--- src/rtl/axis_dac_arbiter_pkg.sv ---
// Shared encodings for the DAC stream arbiter: FSM state codes and cfg_data field layout.
// The software-side register map reuses these to stay consistent with the hardware.
package axis_dac_arbiter_pkg;

    localparam logic [1:0] ST_IDLE   = 2'd0;
    localparam logic [1:0] ST_GRANT0 = 2'd1;
    localparam logic [1:0] ST_GRANT1 = 2'd2;
    localparam logic [1:0] ST_GUARD  = 2'd3;

    localparam int CFG_LEN_LSB   = 0;
    localparam int CFG_LEN_W     = 16;
    localparam int CFG_GUARD_LSB = 16;
    localparam int CFG_GUARD_W   = 8;
    localparam int CFG_PRIO_BIT  = 24;
    localparam int CFG_USED_W    = CFG_PRIO_BIT + 1;

    typedef logic [CFG_USED_W-1:0] cfg_used_t;

    function automatic logic [CFG_LEN_W-1:0] cfg_burst_len(input cfg_used_t cfg);
        return cfg[CFG_LEN_LSB +: CFG_LEN_W];
    endfunction

    function automatic logic [CFG_GUARD_W-1:0] cfg_guard_len(input cfg_used_t cfg);
        return cfg[CFG_GUARD_LSB +: CFG_GUARD_W];
    endfunction

endpackage

--- src/rtl/axis_dac_arbiter.sv ---
// Two-requester AXI-Stream arbiter feeding a DAC output register, with burst limit,
// round-robin or fixed priority, and a post-burst guard gap.
//
// state  | meaning
// IDLE   | no owner; pick a requester from the live tvalids
// GRANT0 | s00 owns the output register until its burst ends
// GRANT1 | s01 owns the output register until its burst ends
// GUARD  | both treadys low for the latched guard count
module axis_dac_arbiter
    import axis_dac_arbiter_pkg::*;
#(
    parameter int AXIS_TDATA_WIDTH = 32,
    parameter int CFG_DATA_WIDTH   = 32,
    parameter int CNTR_WIDTH       = 16
) (
    input  logic                        aclk,
    input  logic                        aresetn,
    input  logic [CFG_DATA_WIDTH-1:0]   cfg_data,
    output logic [31:0]                 sts_data,
    input  logic [AXIS_TDATA_WIDTH-1:0] s00_axis_tdata,
    input  logic                        s00_axis_tvalid,
    output logic                        s00_axis_tready,
    input  logic [AXIS_TDATA_WIDTH-1:0] s01_axis_tdata,
    input  logic                        s01_axis_tvalid,
    output logic                        s01_axis_tready,
    output logic [AXIS_TDATA_WIDTH-1:0] m_axis_tdata,
    output logic                        m_axis_tvalid,
    input  logic                        m_axis_tready
);

    localparam logic [CNTR_WIDTH-1:0] CNT_ONE = CNTR_WIDTH'(1);

    logic [1:0]                  r_state;
    logic                        r_last_s01;
    logic [CNTR_WIDTH-1:0]       r_burst_len;
    logic [CNTR_WIDTH-1:0]       r_beat_cnt;
    logic [CFG_GUARD_W-1:0]      r_guard_len;
    logic [CFG_GUARD_W-1:0]      r_guard_cnt;
    logic [AXIS_TDATA_WIDTH-1:0] r_tdata;
    logic                        r_tvalid;

    logic                        w_load_en;
    logic                        w_gnt0;
    logic                        w_gnt1;
    logic                        w_sel_tvalid;
    logic [AXIS_TDATA_WIDTH-1:0] w_sel_tdata;
    logic                        w_accept;
    logic                        w_last_beat;
    logic                        w_burst_end;
    logic                        w_pick_s01;
    logic                        w_prio_s00;
    cfg_used_t                   w_cfg;
    logic                        w_cfg_unused;

    assign w_cfg        = cfg_data[CFG_USED_W-1:0];
    assign w_cfg_unused = ^cfg_data[CFG_DATA_WIDTH-1:CFG_USED_W];
    assign w_prio_s00   = w_cfg[CFG_PRIO_BIT];

    assign w_load_en    = !r_tvalid || m_axis_tready;
    assign w_gnt0       = (r_state == ST_GRANT0);
    assign w_gnt1       = (r_state == ST_GRANT1);
    assign w_sel_tvalid = w_gnt1 ? s01_axis_tvalid : s00_axis_tvalid;
    assign w_sel_tdata  = w_gnt1 ? s01_axis_tdata  : s00_axis_tdata;
    assign w_accept     = (w_gnt0 || w_gnt1) && w_load_en && w_sel_tvalid;
    assign w_last_beat  = (r_burst_len != '0) && (r_beat_cnt == r_burst_len - CNT_ONE);
    assign w_burst_end  = (w_gnt0 || w_gnt1) && w_load_en && (!w_sel_tvalid || w_last_beat);

    // Contention goes to s01 only when s00 was the last owner and priority is not fixed.
    assign w_pick_s01   = s01_axis_tvalid && (!s00_axis_tvalid || (!w_prio_s00 && !r_last_s01));

    assign s00_axis_tready = w_gnt0 && w_load_en;
    assign s01_axis_tready = w_gnt1 && w_load_en;
    assign m_axis_tdata    = r_tdata;
    assign m_axis_tvalid   = r_tvalid;
    assign sts_data        = {16'(r_beat_cnt), 13'd0, (r_state == ST_GUARD), w_gnt1, w_gnt0};

    always_ff @(posedge aclk or negedge aresetn) begin
        if (!aresetn) begin
            r_state     <= ST_IDLE;
            r_last_s01  <= 1'b1;
            r_burst_len <= '0;
            r_beat_cnt  <= '0;
            r_guard_len <= '0;
            r_guard_cnt <= '0;
            r_tdata     <= '0;
            r_tvalid    <= 1'b0;
        end else begin
            if (w_accept) begin
                r_tdata  <= w_sel_tdata;
                r_tvalid <= 1'b1;
            end else if (w_load_en) begin
                r_tvalid <= 1'b0;
            end

            case (r_state)
                ST_IDLE: begin
                    if (s00_axis_tvalid || s01_axis_tvalid) begin
                        r_state     <= w_pick_s01 ? ST_GRANT1 : ST_GRANT0;
                        r_burst_len <= CNTR_WIDTH'(cfg_burst_len(w_cfg));
                        r_guard_len <= cfg_guard_len(w_cfg);
                        r_beat_cnt  <= '0;
                    end
                end
                ST_GRANT0, ST_GRANT1: begin
                    if (w_accept && (r_beat_cnt != '1)) begin
                        r_beat_cnt <= r_beat_cnt + CNT_ONE;
                    end
                    if (w_burst_end) begin
                        r_last_s01 <= w_gnt1;
                        if (r_guard_len != '0) begin
                            r_state     <= ST_GUARD;
                            r_guard_cnt <= r_guard_len;
                        end else begin
                            r_state <= ST_IDLE;
                        end
                    end
                end
                default: begin
                    r_guard_cnt <= r_guard_cnt - CFG_GUARD_W'(1);
                    if (r_guard_cnt <= CFG_GUARD_W'(1)) begin
                        r_state <= ST_IDLE;
                    end
                end
            endcase
        end
    end

endmodule

--- config.mk ---
export PLATFORM = sky130hd
export DESIGN_NAME = axis_dac_arbiter
export DESIGN_NICKNAME = d
export VERILOG_FILES = /design/src/rtl/axis_dac_arbiter_pkg.sv /design/src/rtl/axis_dac_arbiter.sv
export SDC_FILE = /design/constraint.sdc
export NUM_CORES = 1
export LEC_CHECK = 0
export ABC_AREA = 1
export BUFFER_PORTS_ARGS = -buffer_cell sky130_fd_sc_hd__buf_2
export CAP_MARGIN = 40
export CORE_UTILIZATION = 24
export CTS_BUF_LIST = sky130_fd_sc_hd__clkbuf_8
export DETAILED_ROUTE_END_ITERATION = 16
export MAX_ROUTING_LAYER = met4
export PLACE_DENSITY = 0.44
export SYNTH_ARGS = -nofsm -noshare
export SYNTH_HDL_FRONTEND = slang
export SYNTH_SLANG_ARGS = --single-unit
--- constraint.sdc ---
create_clock -name aclk -period 2.25 [get_ports aclk]
set_clock_uncertainty 0.1 [all_clocks]
set_input_delay 0.675 -clock aclk [delete_from_list [all_inputs] [get_ports aclk]]
set_output_delay 0.675 -clock aclk [all_outputs]
set_load 0.02 [all_outputs]
# Word level (Yosys, flattened, before mapping)
# Cells that the tools add are included.
[totals]
n_memories = 0
ramBits = 0
inputBits = 101
latch_bits = 0
output_inout_bits = 67
register_bits = 84
romBits = 0
[op_classes]
addsub = 3
n_reduce_logical = 31
n_shift = 0
multipliers = 0
n_mux = 16
n_lt_le_gt_ge = 1
div = 0
n_bitwise = 1
eq_ne = 9
[ops]
columns = ["operator", "count"]
rows = [
  ["$mux W16", 2],
  ["$mux W32", 1],
  ["$pmux W16 S2", 1],
  ["$add A16 B1 Y16 const B", 1],
  ["$eq A16 B16 Y1", 1],
  ["$mux W8", 2],
  ["$ne A16 B16 Y1 const B", 1],
  ["$pmux W8 S2", 1],
  ["$reduce_bool A16 Y1", 1],
  ["$sub A16 B1 Y16 const B", 1],
  ["$mux W2", 5],
  ["$logic_and A1 B1 Y1", 9],
  ["$reduce_and A3 Y1", 3],
  ["$le A8 B1 Y1 const B", 1],
  ["$ne A2 B2 Y1 const B", 4],
  ["$reduce_bool A8 Y1", 1],
  ["$sub A8 B1 Y8 const B", 1],
  ["$logic_not A1 Y1", 5],
  ["$logic_or A1 B1 Y1", 5],
  ["$eq A2 B2 Y1 const B", 2],
  ["$pmux W2 S2", 1],
  ["$reduce_and A2 Y1", 2],
  ["$reduce_bool A2 Y1", 2],
  ["$mux W1", 3],
  ["other kinds (5)", 5],
]

# Logic depth before layout (Yosys ltp)
[logic_depth]
word_depth = 7
depth_mapped = 16
depth_no_buf = 16

# Least setup slack after synthesis
# OpenSTA, ideal clock, no wires.
[synth_path]
kind = "register to output"
startpoint = "register r_state[0]"
endpoint = "output port s01_axis_tready"
arrival_time_ns = 1.566
path_stages_with_launch = 7
required_time_ns = 1.475
n_path_buf = 2
slack_ns = -0.091
cell_sequence = "dfrtp_1 > inv_1 > ha_1 > clkbuf_1 > clkinv_1 > clkbuf_1 > nor2_1"
[synth_via]
elab_chain_len = 2
[synth_lines]
columns = ["element", "line", "rtl"]
rows = [
  ["start, declared", "axis_dac_arbiter.sv:33", "logic [1:0] r_state;"],
  ["start signal, assigned", "axis_dac_arbiter.sv:98", "r_state <= w_pick_s01 ? ST_GRANT1 : ST_GRANT0;"],
  ["$eq A2 B2 Y1", "axis_dac_arbiter.sv:61", "assign w_gnt1 = (r_state == ST_GRANT1);"],
  ["named net w_gnt1", "axis_dac_arbiter.sv:44", "logic w_gnt1;"],
  ["$logic_and A1 B1 Y1", "axis_dac_arbiter.sv:72", "assign s01_axis_tready = w_gnt1 && w_load_en;"],
  ["end, declared", "axis_dac_arbiter.sv:25", "output logic s01_axis_tready,"],
]
# The timed path passes the listed nets, and every way through them passes these cells.

# Worst setup path in the final report
[layout_path]
startpoint = "register r_burst_len[0]"
endpoint = "register r_guard_cnt[5]"
[layout_via]
elab_chain_len = 7
elab_cells_between_ends = 8
[layout_lines]
columns = ["element", "line", "rtl"]
rows = [
  ["start, declared", "axis_dac_arbiter.sv:35", "logic [CNTR_WIDTH-1:0] r_burst_len;"],
  ["start signal, assigned", "axis_dac_arbiter.sv:99", "r_burst_len <= CNTR_WIDTH'(cfg_burst_len(w_cfg));"],
  ["$sub A16 B1 Y16", "axis_dac_arbiter.sv:65", "assign w_last_beat = (r_burst_len != '0) && (r_beat_cnt == r_burst_len - CNT_ONE);"],
  ["$eq A16 B16 Y1", "axis_dac_arbiter.sv:65", ""],
  ["$logic_and A1 B1 Y1 *", "axis_dac_arbiter.sv:65", ""],
  ["$logic_or A1 B1 Y1 *", "axis_dac_arbiter.sv:66", "assign w_burst_end = (w_gnt0 || w_gnt1) && w_load_en && (!w_sel_tvalid || w_last_beat);"],
  ["$logic_and A1 B1 Y1 *", "axis_dac_arbiter.sv:66", ""],
  ["$ne A2 B2 Y1 (no line) *", "n/a", ""],
  ["$reduce_and A3 Y1 (no line) *", "n/a", ""],
  ["end signal, assigned", "axis_dac_arbiter.sv:112", "r_guard_cnt <= r_guard_len;"],
  ["end signal, assigned", "axis_dac_arbiter.sv:119", "r_guard_cnt <= r_guard_cnt - CFG_GUARD_W'(1);"],
  ["end, declared", "axis_dac_arbiter.sv:38", "logic [CFG_GUARD_W-1:0] r_guard_cnt;"],
]
# Every way passes the cells marked *; elsewhere a longest branch is shown, timed or not.
# A chain may end at the register's enable or synchronous reset.

==> flow_metrics.py <==
metrics = {
    "status": {
        "status": "finished clean",
    },
    "synthesis": {
        "synth_cell_types": 37,
        "syn_inst": 694,
        "syn_area_per_cell_um2": 7.19,
        "ys_seq_area_frac": 0.422,
        "synth_edf_count": 0,
        "netlist_area_um2": 4990,
        "async_reset_ff_frac": 1.00,
        "ys_warn_count": 0,
        "ys_ff_latch": 84,
        "synth_flop_cell": "dfrtp_1",
    },
    "power_and_ir_drop": {
        "power_leakage_nw": 3.33,
        "totalPowerFinal_mw": 9.74,
        "ir_drop_mv": 0.625,
        "p_per_area_nw_per_um2": 1460,
    },
    "die": {
        "core_area_um2": 20300,
        "dieHeight_um": 146,
        "start_util": 0.246,
        "fp-row-count": 52,
        "fp.dieW_um": 146,
        "die_area_um2": 21400,
        "pin_count": 168,
    },
    "critical_path": {
        "crit_fanout": 8,
        "cp.arrival_ns": 2.45,
        "cp-start-kind": "register",
        "crit_chain": "inv_2 -> ha_4 -> xor2_1 -> nand2_1 -> nor2_2 -> nand3_1 -> nor2_2 -> nand3_2 -> o21bai_4 -> nand3_4 -> nand2_8 -> nand2_1 -> nand2_1",
        "crit_family": "simple AND/OR/NAND/NOR gates",
        "worstSetupPathType": "register to register",
        "crit_path_frequent_cell": "nand2_1",
        "setup.worst_path.end_class": "register",
        "crit_buf_inv": 1,
        "cp_slowest_cell": "dfrtp_1",
        "crit_path_max_incr_delay_ns": 0.40,
        "cp_data_required_time_ns": 2.47,
    },
    "route": {
        "vias": 4939,
        "wl_um": 15100,
        "vias_per_cell": 4.31,
        "ant_nets": 0,
        "drt_iter0_drc": 266,
        "route.detailed.drc": 0,
        "wire_per_inst_um": 13.2,
        "first_pass_iters": 4,
    },
    "timing": {
        "setup_viol": 0,
        "drv_slew": 0,
        "hold-worst-slack_ns": 0.214,
        "fmax_ghz": 0.448,
        "hold_violations": 0,
        "min_period_over_period": 0.993,
        "grt_setup_unrepaired": "yes",
        "min_period_ns": 2.23,
    },
    "cells_and_area": {
        "final_net_count": 982,
        "multi_input_area_um2": 2620,
        "final_cell_mix": "nand2_1 (218), buf_2 (143), dfrtp_1 (81), nor2_1 (78), inv_1 (59)",
        "n_fill_cell": 2250,
        "final_common_cell": "nand2_1",
        "n_antenna_cell": 0,
        "fin_util": 0.328,
        "fin_cells": 1147,
        "drive_gt1_frac": 0.299,
        "area_growth_pct": 33.6,
        "register_area_um2": 2110,
        "fin_area_um2": 6670,
    },
    "clock_tree": {
        "numCtsBuffers": 9,
        "cts_tree": "done",
        "cts_buffer_depth": 2,
        "clk_pin_slew_ns": 0.10,
        "holdBufCountCts": 0,
        "clk_latency_ns": 0.38,
        "clock_sinks": 84,
        "root_buffer": "clkbuf_8",
        "ctsHtreeMaxLevel": 3,
    },
    "global_route": {
        "first_global_vias": 4847,
        "globalRouteTotalUtil": 0.149,
        "antenna_found_initial": 0,
        "grt_max_degree": 85,
        "grt_pass1_wl_um": 24500,
        "overflow": 0,
    },
    "placement": {
        "gp_congestion": 0.822,
        "dp.cells": 1126,
        "port-buffer-count": 147,
        "hpwl_um": 11300,
        "place_area_um2": 6250,
    },
    "min_path": {
        "hold_class": "input pin to async pin",
    },
    "flow_run": {
        "cap_viol_max_count": 0,
    },
}
[logic make-up (layout without fill, tap and decap cells)]
kind of cell | Yosys count | in the layout | share of synthesized area
xor gates and xnor gates | 17 | 17 | 0.0298
DFF | 84 | 84 | 0.422
adders and majority gates | 9 | 9 | 0.0226
other | 1 | 13 | 0.000752
AOI/OAI and AO/OA | 95 | 95 | 0.109
buffers and inverters | 106 | 276 | 0.0933
and+or+nand+nor | 382 | 383 | 0.323
[power breakdown]
part           leakage [nW]  switching [mW]  internal (mW)
sequential             1.02           0.487           2.17
clock                 0.106           0.636          0.631
combinational          2.20            3.65           2.16
total                  3.33            4.77           4.97
[worst reg2reg max path, stage by stage (launching register included)]
cell,delay (ns)
dfrtp_1,0.40
inv_2,0.11
ha_4,0.21
xor2_1,0.14
nand2_1,0.08
nor2_2,0.11
nand3_1,0.09
nor2_2,0.15
nand3_2,0.13
o21bai_4,0.22
nand3_4,0.17
nand2_8,0.16
nand2_1,0.06
nand2_1,0.05
[synth_stat cells, types with 3 or more instances]
library cell	number	area, um2
nand2_1	227	852
dfrtp_1	83	2080
nor2_1	82	308
inv_1	63	236
o21ai_0	41	205
a31oi_1	34	213
nand3_1	31	155
buf_4	16	120
clkbuf_1	14	52.6
xor2_1	11	96.3
a21oi_1	10	50.1
ha_1	9	113
nand4_1	9	56.3
nor2_2	8	50.1
nor3_1	7	35.0
xnor2_1	6	52.6
o31ai_1	5	37.5
buf_2	4	20.0
nand2_2	4	25.0
clkinv_1	3	11.3
inv_2	3	11.3
nor4_1	3	18.8
o21ai_1	3	15.0
[sequential cells by signal, indices dropped and copies added (netlist names)]
| name | cells |
|---|---|
| m_axis_tdata | 32 |
| m_axis_tvalid | 1 |
| r_beat_cnt | 16 |
| r_burst_len | 16 |
| r_guard_cnt | 8 |
| r_guard_len | 8 |
| r_last_s01 | 1 |
| r_state | 2 |
[repair_timing]
| action | 4_1_cts | 5_1_grt |
|---|---|---|
| endpoints found under the setup margin | 13 | 52 |
| pin swaps | 1 | 15 |
| setup buffers | 0 | 4 |
| gates resized for setup | 5 | 37 |
| gates cloned | 0 | 1 |
[per-stage QoR]
stage / TNS (ns) / worst slack, ns
finish: 0 / 0.0164
global route: -1.62 / -0.142
CTS: 0 / 0.000147
detailed placement: -0.287 / -0.0426
global placement: -0.198 / -0.0356
floorplan: 0 / 0.0164
[area by class of cell]
| type | count | share of cell area |
|---|---|---|
| Multi-Input combinational cell | 517 | 0.394 |
| Clock inverter | 7 | 0.0152 |
| Timing Repair Buffer | 190 | 0.166 |
| Tap cell | 270 | 0.0507 |
| Inverter | 70 | 0.0398 |
| Sequential cell | 84 | 0.316 |
| Clock buffer | 9 | 0.0186 |
[metal layers]
| layer | part of all wire | GRT usage |
|---|---|---|
| met1 | 0.45 | 0.183 |
| met2 | 0.48 | 0.247 |
| met3 | 0.066 | 0.0366 |
| met4 | 0.0070 | 0.0292 |
| met5 | 0 | - |
[final timing paths]
path / startpoint / to / slack [ns] / cells past startpoint
hold / removal: aresetn / m_axis_tdata[10] / 0.21 / 2
max in group asynchronous: aresetn / r_beat_cnt[0] / 1.42 / 2
setup / recovery: r_burst_len[0] / r_guard_cnt[5] / 0.02 / 13
setup reg to reg: r_burst_len[0] / r_guard_cnt[5] / 0.02 / 13
hold reg to reg: r_last_s01 / r_last_s01 / 0.37 / 2
min in group aclk: r_last_s01 / r_last_s01 / 0.37 / 2
No activity file was read; power rests on OpenSTA's default activity.
